[src/rtl/cv32e40p_obi_data_mem_bridge.sv]
// OBI data-port to fixed-latency single-port SRAM bridge.
// Requests inside the mapped window go to the SRAM. Requests outside it are
// granted locally and answered with an error. Every response returns in grant
// order, and the number of granted-but-unanswered transactions is capped.
//
// Handshake semantics:
//   The core raises data_req_i and holds the request fields stable until it
//   sees data_gnt_o high in the same cycle. A request is accepted exactly in
//   that cycle. For each accepted request, data_rvalid_o pulses for one cycle
//   exactly MEM_LATENCY cycles later, and there is no backpressure on
//   responses. mem_req_o/mem_gnt_i follow the same rule: the SRAM accepts in
//   a cycle where both are high.
module cv32e40p_obi_data_mem_bridge #(
  parameter logic [31:0] MEM_BASE        = 32'h0010_0000,
  parameter int unsigned MEM_SIZE_BYTES  = 65536,
  parameter int unsigned MEM_LATENCY     = 1,
  parameter int unsigned MAX_OUTSTANDING = 2,
  localparam int unsigned AW             = $clog2(MEM_SIZE_BYTES / 4)
) (
  input  logic          clk_i,
  input  logic          rst_ni,
  input  logic          data_req_i,
  output logic          data_gnt_o,
  input  logic          data_we_i,
  input  logic [3:0]    data_be_i,
  input  logic [31:0]   data_addr_i,
  input  logic [31:0]   data_wdata_i,
  output logic          data_rvalid_o,
  output logic [31:0]   data_rdata_o,
  output logic          data_err_o,
  output logic          mem_req_o,
  input  logic          mem_gnt_i,
  output logic          mem_we_o,
  output logic [3:0]    mem_be_o,
  output logic [AW-1:0] mem_addr_o,
  output logic [31:0]   mem_wdata_o,
  input  logic [31:0]   mem_rdata_i,
  output logic          busy_o
);

  localparam int unsigned CW = $clog2(MAX_OUTSTANDING + 1);
  localparam logic [CW-1:0] CNT_MAX = CW'(MAX_OUTSTANDING);

  logic [31:0]            offset;
  logic                   in_range;
  logic                   slot_ok;
  logic                   grant;
  logic [CW-1:0]          cnt;
  logic [MEM_LATENCY-1:0] pipe_v;
  logic [MEM_LATENCY-1:0] pipe_err;
  logic [MEM_LATENCY-1:0] pipe_we;
  logic                   rsp_v;
  logic                   rsp_err;
  logic                   rsp_we;

  // The unsigned subtraction makes addresses below the base wrap to large
  // values, so one compare covers both ends of the window.
  assign offset   = data_addr_i - MEM_BASE;
  assign in_range = offset < MEM_SIZE_BYTES;

  // A response retiring this cycle frees its slot for a new grant in the
  // same cycle.
  assign slot_ok    = (cnt < CNT_MAX) || data_rvalid_o;
  assign mem_req_o  = data_req_i & slot_ok & in_range;
  assign data_gnt_o = data_req_i & slot_ok & (in_range ? mem_gnt_i : 1'b1);
  assign grant      = data_gnt_o;

  assign mem_addr_o  = offset[AW+1:2];
  assign mem_we_o    = data_we_i;
  assign mem_be_o    = data_be_i;
  assign mem_wdata_o = data_wdata_i;

  // Response tracking pipeline: one stage per cycle of SRAM latency, so the
  // last stage lines up with the cycle mem_rdata_i is valid.
  always_ff @(posedge clk_i or negedge rst_ni) begin
    if (!rst_ni) begin
      pipe_v   <= '0;
      pipe_err <= '0;
      pipe_we  <= '0;
    end else begin
      pipe_v[0]   <= grant;
      pipe_err[0] <= grant & ~in_range;
      pipe_we[0]  <= grant & data_we_i;
      for (int i = 1; i < int'(MEM_LATENCY); i++) begin
        pipe_v[i]   <= pipe_v[i-1];
        pipe_err[i] <= pipe_err[i-1];
        pipe_we[i]  <= pipe_we[i-1];
      end
    end
  end

  assign rsp_v   = pipe_v[MEM_LATENCY-1];
  assign rsp_err = pipe_err[MEM_LATENCY-1];
  assign rsp_we  = pipe_we[MEM_LATENCY-1];

  assign data_rvalid_o = rsp_v;
  assign data_err_o    = rsp_v & rsp_err;
  assign data_rdata_o  = (rsp_v & ~rsp_err & ~rsp_we) ? mem_rdata_i : 32'h0;

  // Outstanding counter: a grant and a retirement in the same cycle cancel.
  always_ff @(posedge clk_i or negedge rst_ni) begin
    if (!rst_ni) begin
      cnt <= '0;
    end else begin
      case ({grant, data_rvalid_o})
        2'b10:   cnt <= cnt + 1'b1;
        2'b01:   cnt <= cnt - 1'b1;
        default: cnt <= cnt;
      endcase
    end
  end

  assign busy_o = cnt != '0;

`ifdef CV32E40P_ASSERT_ON
  a_params: assert property (@(posedge clk_i)
    (MEM_LATENCY >= 1) && (MAX_OUTSTANDING >= 1) && (MEM_SIZE_BYTES >= 8) &&
    ((MEM_SIZE_BYTES & (MEM_SIZE_BYTES - 1)) == 0));
  a_no_rvalid_idle: assert property (@(posedge clk_i) disable iff (!rst_ni)
    data_rvalid_o |-> (cnt != '0));
  a_mem_req_in_range: assert property (@(posedge clk_i) disable iff (!rst_ni)
    mem_req_o |-> in_range);
  a_cnt_bound: assert property (@(posedge clk_i) disable iff (!rst_ni)
    cnt <= CNT_MAX);
`endif

endmodule

[config.mk]
export PLATFORM = sky130hd
export DESIGN_NAME = cv32e40p_obi_data_mem_bridge
export DESIGN_NICKNAME = d
export VERILOG_FILES = /design/src/rtl/cv32e40p_obi_data_mem_bridge.sv
export SDC_FILE = /design/constraint.sdc
export NUM_CORES = 1
export LEC_CHECK = 0
export CAP_MARGIN = 10
export CORE_ASPECT_RATIO = 2
export CORE_MARGIN = 1.5
export CORE_UTILIZATION = 16
export CTS_CLUSTER_DIAMETER = 60
export DETAILED_ROUTE_END_ITERATION = 6
export PLACE_DENSITY = 0.76
export SYNTH_ARGS = -nofsm -noshare
export SYNTH_HDL_FRONTEND = slang
export SYNTH_SLANG_ARGS = --single-unit
[constraint.sdc]
create_clock -name clk_i -period 1.3 [get_ports clk_i]
set_input_delay 0.26 -clock clk_i [delete_from_list [all_inputs] [get_ports clk_i]]
set_output_delay 0.26 -clock clk_i [all_outputs]
set_load 0.005 [all_outputs]
==> flow_summary.json, run 1 <==
{
  "yosysTopAreaCell": "buf_4",
  "port-buffer-count": 90,
  "grt_pass1_vias": 1032,
  "layout.cells.non_filler": 238,
  "hold_viol": 0,
  "synth.area.top_cells": "buf_4, and2_1, dfrtp_1, xnor2_1, buf_2",
  "fin_nets": 285,
  "crit_path_max_fanout": 8,
  "fp.dieH_um": 108,
  "drcViolationCount": 0,
  "post-route-min-period_ns": 1.69,
  "worstPathArrival_ns": 1.43,
  "fin_util": 0.357,
  "powerDensity_nw_per_um2": 323,
  "yosysSeqAreaShare": 0.141,
  "irDropWorstVdd_mv": 0.454,
  "max_slew_margin": 0.846,
  "path_class": "reg -> out",
  "netlist_instances": 113,
  "fillCellCount": 522,
  "drt_iter0_markers": 3,
  "maxSlewViolCount": 0,
  "cts_tree": "yes",
  "rows": 38,
  "grt-ovfl-total": 0,
  "yosys.cell_count.top_type": "buf_4",
  "drive_above_1_share": 0.674,
  "worstMarginPinSlew_ns": 0.229,
  "fin_setup_tns_ns": -11.70,
  "yosysUniqueCellTypes": 19,
  "cts-root-buf": "clkbuf_8",
  "ys.flop_type": "dfrtp_1",
  "synth_commonest_cells": "buf_4, and2_1, dfrtp_1",
  "drt_pre_antenna_iters": 3,
  "fin_skew_ns": 0.0000561,
  "grt_pass1_wl_um": 4810,
  "start_kind": "flop",
  "insertion_delay_ns": 0.22,
  "clockBufferDepth": 2,
  "ys_ff_latch": 5,
  "htreeDepth": 1,
  "hold_class": "in -> async",
  "placedCellCount": 219,
  "syn_area_um2": 890,
  "routabilityCongestion": 0.719,
  "leakagePower_nw": 0.894,
  "dp_slack_ns": -0.882,
  "endpoint_kind": "primary output",
  "n_antenna_cell": 0,
  "synth-edff-count": 0,
  "start_util": 0.166,
  "setup_violations": 39,
  "vias_per_cell": 4.05,
  "numCtsBuffers": 3,
  "die-area_um2": 6040,
  "syn-mean-instance-area_um2": 7.87,
  "dieWidth_um": 55.7,
  "wl_per_cell_um": 13.9,
  "vias": 963,
  "maxCapViolations": 0,
  "max_freq_mhz": 593,
  "post-route-worst-setup-slack_ns": -0.386,
  "violations": "setup timing",
  "async_flop_share": 1.00,
  "antenna_found_initial": 0,
  "cts.sinks": 5,
  "timing.final.crit_share": 1.30,
  "rsz0062_at_grt": "true",
  "track_usage": 0.107,
  "wl_um": 3300,
  "outcome": "finished with violations",
  "yosys_warnings": 0,
  "grt_max_degree": 9,
  "synth_nets": 219,
  "required_ns": 1.04,
  "postRouteAntennaNets": 0,
  "yosysTopAreaCellShare": 0.430,
  "core_um2": 5370,
  "syn_to_final_growth_pct": 115,
  "io_pins": 193,
  "clk_pin_slew_ns": 0.03
}
[worst max-delay path: stages (launching register included)]
cell and delay [ns]:
dfrtp_1 0.39, nor3b_4 0.22, buf_6 0.13, buf_6 0.11, buf_12 0.12, and2_4 0.14
buf_6 0.08
[final timing paths]
| check | from | end | slack [ns] | cells past startpoint |
|---|---|---|---|---|
| setup / recovery | pipe_err | data_rdata_o[15] | -0.39 | 6 |
| hold / removal | rst_ni | cnt[1] | 0.26 | 1 |
| setup reg to reg | data_rvalid_o | cnt[1] | -0.29 | 9 |
| hold reg to reg | cnt[0] | cnt[0] | 0.58 | 2 |
| max in group asynchronous | rst_ni | pipe_we | 0.86 | 1 |
| min in group clk_i | data_addr_i[14] | mem_addr_o[12] | 0.52 | 0 |
[report_power, final]
part / leakage (nW) / switching, W / total [W] / internal, W
Combinational: 0.807 / 0.0000414 / 0.000171 / 0.000130
Clock: 0.0228 / 0.0000795 / 0.000290 / 0.000211
Sequential: 0.0647 / 0 / 0.000157 / 0.000157
Total: 0.894 / 0.000121 / 0.000618 / 0.000497
[state kept, by name, summed over array words and instances, names as in the netlist]
register	cells
cnt	2
data_rvalid_o	1
pipe_err	1
pipe_we	1
[final cells by class]
| class | instances | area, um^2 | share of cell area |
|---|---|---|---|
| repair buffers | 115 | 1150 | 0.600 |
| multi-input cells | 51 | 509 | 0.266 |
| flip-flops and latches | 5 | 125 | 0.0653 |
| well taps | 60 | 75.1 | 0.0392 |
| clock buffers | 4 | 45.0 | 0.0235 |
| inverters | 3 | 11.3 | 0.00588 |
[layout by cell type (no fill, tap or decap), types with 2 or more instances in the layout]
cell / Yosys / final
buf_4: 51 / 11
inv_1: 3 / 2
clkdlybuf4s15_1: 0 / 3
xnor2_1: 3 / 2
clkdlybuf4s50_1: 0 / 35
buf_2: 3 / 11
clkbuf_8: 0 / 3
and2_4: 0 / 31
dlygate4sd2_1: 0 / 4
and2_1: 33 / 2
buf_6: 0 / 47
nor4_4: 0 / 2
dfrtp_1: 5 / 5
[timing repair]
item / in CTS / in global routing
resized for setup: 254 / 36
setup buffers: 12 / 7
cloned: 3 / 0
pin swaps: 38 / 9
hold buffers: 0 / 0
endpoints found under the setup margin: 42 / 39
[stage by stage]
| step | instance area, um^2 | hold slack, ns | power (W) |
|---|---|---|---|
| 2_1_floorplan | 902 | -0.0356 | 0.000293 |
| 3_3_place_gp | 1570 | 0.486 | 0.000333 |
| 3_5_place_dp | 1570 | 0.495 | 0.000335 |
| 4_1_cts | 1850 | 0.255 | 0.000626 |
| 5_1_grt | 1920 | 0.258 | 0.000653 |
| 6_report | 1920 | 0.256 | 0.000618 |
[cells by family (layout without fill, tap and decap cells)]
kind of cell             after synthesis  after routing  synth area share
AO/OA/AOI/OAI                          4              4            0.0281
XOR/XNOR                               3              3            0.0295
adder cells (fa/ha/maj)                1              1            0.0141
buffers and inverters                 57            122             0.460
flip-flops                             5              5             0.141
AND/OR/NAND/NOR                       43             43             0.328
[routing by layer]
metal	track usage	share of wire	vias up
met5	0	0	-
met4	0.0871	0.054	0
met3	0.0431	0.15	21
met2	0.224	0.58	103
met1	0.0615	0.22	408
li1	-	-	431
(Power assumes the default switching activity.)
==> inputs of run 2 (changes only) <==
--- a/config.mk
+++ b/config.mk
@@ -6,12 +6,11 @@
 export NUM_CORES = 1
 export LEC_CHECK = 0
 export CAP_MARGIN = 10
-export CORE_ASPECT_RATIO = 2
-export CORE_MARGIN = 1.5
-export CORE_UTILIZATION = 16
+export CORE_AREA = 2 2 74 76
 export CTS_CLUSTER_DIAMETER = 60
 export DETAILED_ROUTE_END_ITERATION = 6
-export PLACE_DENSITY = 0.76
+export DIE_AREA = 0 0 76 78
+export DONT_BUFFER_PORTS = 1
 export SYNTH_ARGS = -nofsm -noshare
 export SYNTH_HDL_FRONTEND = slang
 export SYNTH_SLANG_ARGS = --single-unit
==> run 2 against run 1 <==
Compared with the run above: the flow still finishes with violations (setup timing); sequential power about the same; critical path depth down 3; via count fell by 37%; sequential share of layout area up 8.0 points; combinational power down 92%; hold slack got worse by 0.097 ns; global-route usage down 4.4 points; cell area fell by 55%; non-clock buffer count down 103; core utilization fell by 19 points; clock power about the same; clock skew increased by 0.00094 ns.
==> flow_summary.json, run 2 (synthesis results as in run 1) <==
{
  "drcViolationCount": 0,
  "syn_to_final_growth_pct": -2.95,
  "core_um2": 5040,
  "grt_pass1_wl_um": 2840,
  "grt-ovfl-total": 0,
  "mostFrequentLayoutCells": "and2_4, and2_1, buf_4, dfrtp_1, buf_6",
  "worstMarginPinSlew_ns": 0.212,
  "dieWidth_um": 76,
  "vias_per_cell": 4.16,
  "rows": 26,
  "rsz0062_at_grt": "true",
  "powerDensity_nw_per_um2": 530,
  "irDropWorstVdd_mv": 0.212,
  "antenna_found_initial": 0,
  "post-route-min-period_ns": 1.47,
  "violations": "setup timing",
  "worstPathArrival_ns": 1.21,
  "hpwl_um": 1630,
  "clockBufferDepth": 2,
  "htreeDepth": 1,
  "post-route-worst-setup-slack_ns": -0.175,
  "outcome": "finished with violations",
  "endpoint_kind": "primary output",
  "layout.cells.non_filler": 145,
  "placed_area_um2": 642,
  "fp.dieH_um": 78,
  "crit_buf_inv": 1,
  "timing.final.crit_share": 1.13,
  "cts_tree": "yes",
  "drive_above_1_share": 0.667,
  "insertion_delay_ns": 0.22,
  "max_slew_margin": 0.858,
  "max_freq_mhz": 678,
  "die-area_um2": 5930,
  "n_antenna_cell": 0,
  "drt_pre_antenna_iters": 2,
  "critPathSlowestCell": "dfrtp_1",
  "wl_um": 2180,
  "finalInstanceArea_um2": 863,
  "final_common_cell": "and2_4",
  "fin_util": 0.171,
  "grt_pass1_vias": 580,
  "leakagePower_nw": 0.357,
  "path_class": "reg -> out",
  "maxSlewViolCount": 0,
  "placedCellCount": 134,
  "path_cells": "nor3b_4 -> buf_6 -> and2_4",
  "drt_iter0_markers": 1,
  "fin_nets": 182,
  "postRouteAntennaNets": 0,
  "cts-root-buf": "clkbuf_8",
  "routabilityCongestion": 0.654,
  "cts.sinks": 5,
  "grt_max_degree": 17,
  "regMostFlops": "cnt",
  "numCtsBuffers": 3,
  "hold_viol": 0,
  "hold_class": "in -> reg",
  "clk_pin_slew_ns": 0.03,
  "fin_skew_ns": 0.000992,
  "wl_per_cell_um": 15.0,
  "start_util": 0.176,
  "vias": 603,
  "start_kind": "flop",
  "maxCapViolations": 0,
  "port-buffer-count": 0,
  "largest_reg_flops": 2,
  "cpPeakStageDelay_ns": 0.39,
  "required_ns": 1.04,
  "setup_violations": 35,
  "cp_top_family": "simple AND/OR/NAND/NOR gates",
  "track_usage": 0.0627,
  "crit_path_max_fanout": 16,
  "io_pins": 193
}
-- run 2: cell count changes in the layout (fill, tap and decap cells not counted), sizes merged --
| cell | previous run | this run |
|---|---|---|
| dlygate4sd2 | 4 | 0 |
| clkdlybuf4s50 | 35 | 0 |
| clkbuf | 5 | 4 |
| dlygate4sd3 | 0 | 1 |
| clkdlybuf4s15 | 3 | 0 |
| buf | 72 | 11 |
-- run 2: repair_timing --
action	4_1_cts	5_1_grt
endpoints found under the setup margin	35	37
setup buffers	5	2
hold endpoints to repair	5	0
pin swaps	2	2
gates resized for setup	16	22
hold buffers	1	0
cloned	1	0
-- run 2: power by group --
group / total [W] / internal [W] / switching, W
Sequential: 0.000157 / 0.000157 / 0
Combinational: 0.0000140 / 0.00000788 / 0.00000615
Clock: 0.000287 / 0.000211 / 0.0000765
-- run 2: path summary, 6_finish.rpt --
kind | from | to | slack (ns) | cells past startpoint
max | pipe_err | data_rdata_o[10] | -0.17 | 3
min | data_we_i | pipe_we | 0.16 | 2
max reg2reg | data_rvalid_o | cnt[1] | -0.04 | 7
min reg2reg | cnt[0] | cnt[0] | 0.57 | 1
max in group asynchronous | rst_ni | pipe_err | 0.80 | 1
min in group asynchronous | rst_ni | cnt[1] | 0.32 | 1
-- run 2: area by class of cell --
| cell class | instances | area, um^2 |
|---|---|---|
| Tap cell | 70 | 87.6 |
| Clock buffer | 4 | 45.0 |
| Sequential cell | 5 | 125 |
| Multi-Input combinational cell | 51 | 487 |
| Inverter | 3 | 11.3 |
| Fill cell | 548 | 4180 |
| Timing Repair Buffer | 12 | 108 |
-- run 2: metal layers --
metal / global-route usage / wire (um) / up-vias
met2: 0.112 / 1060 / 98
met4: 0.0691 / 142 / 0
li1: - / - / 224
met5: 0 / 0 / -
met3: 0.0372 / 406 / 20
met1: 0.0420 / 574 / 261
-- run 2: per-stage QoR --
stage               TNS (ns)  hold WS [ns]  power [W]  setup WS (ns)
floorplan             -0.168       -0.0356   0.000293         -0.120
global placement      -0.319       -0.0355   0.000166         -0.170
detailed placement    -0.313       -0.0355   0.000166         -0.174
CTS                    -6.41         0.159   0.000461         -0.199
global route           -8.08         0.168   0.000478         -0.257
finish                 -5.34         0.159   0.000458         -0.175
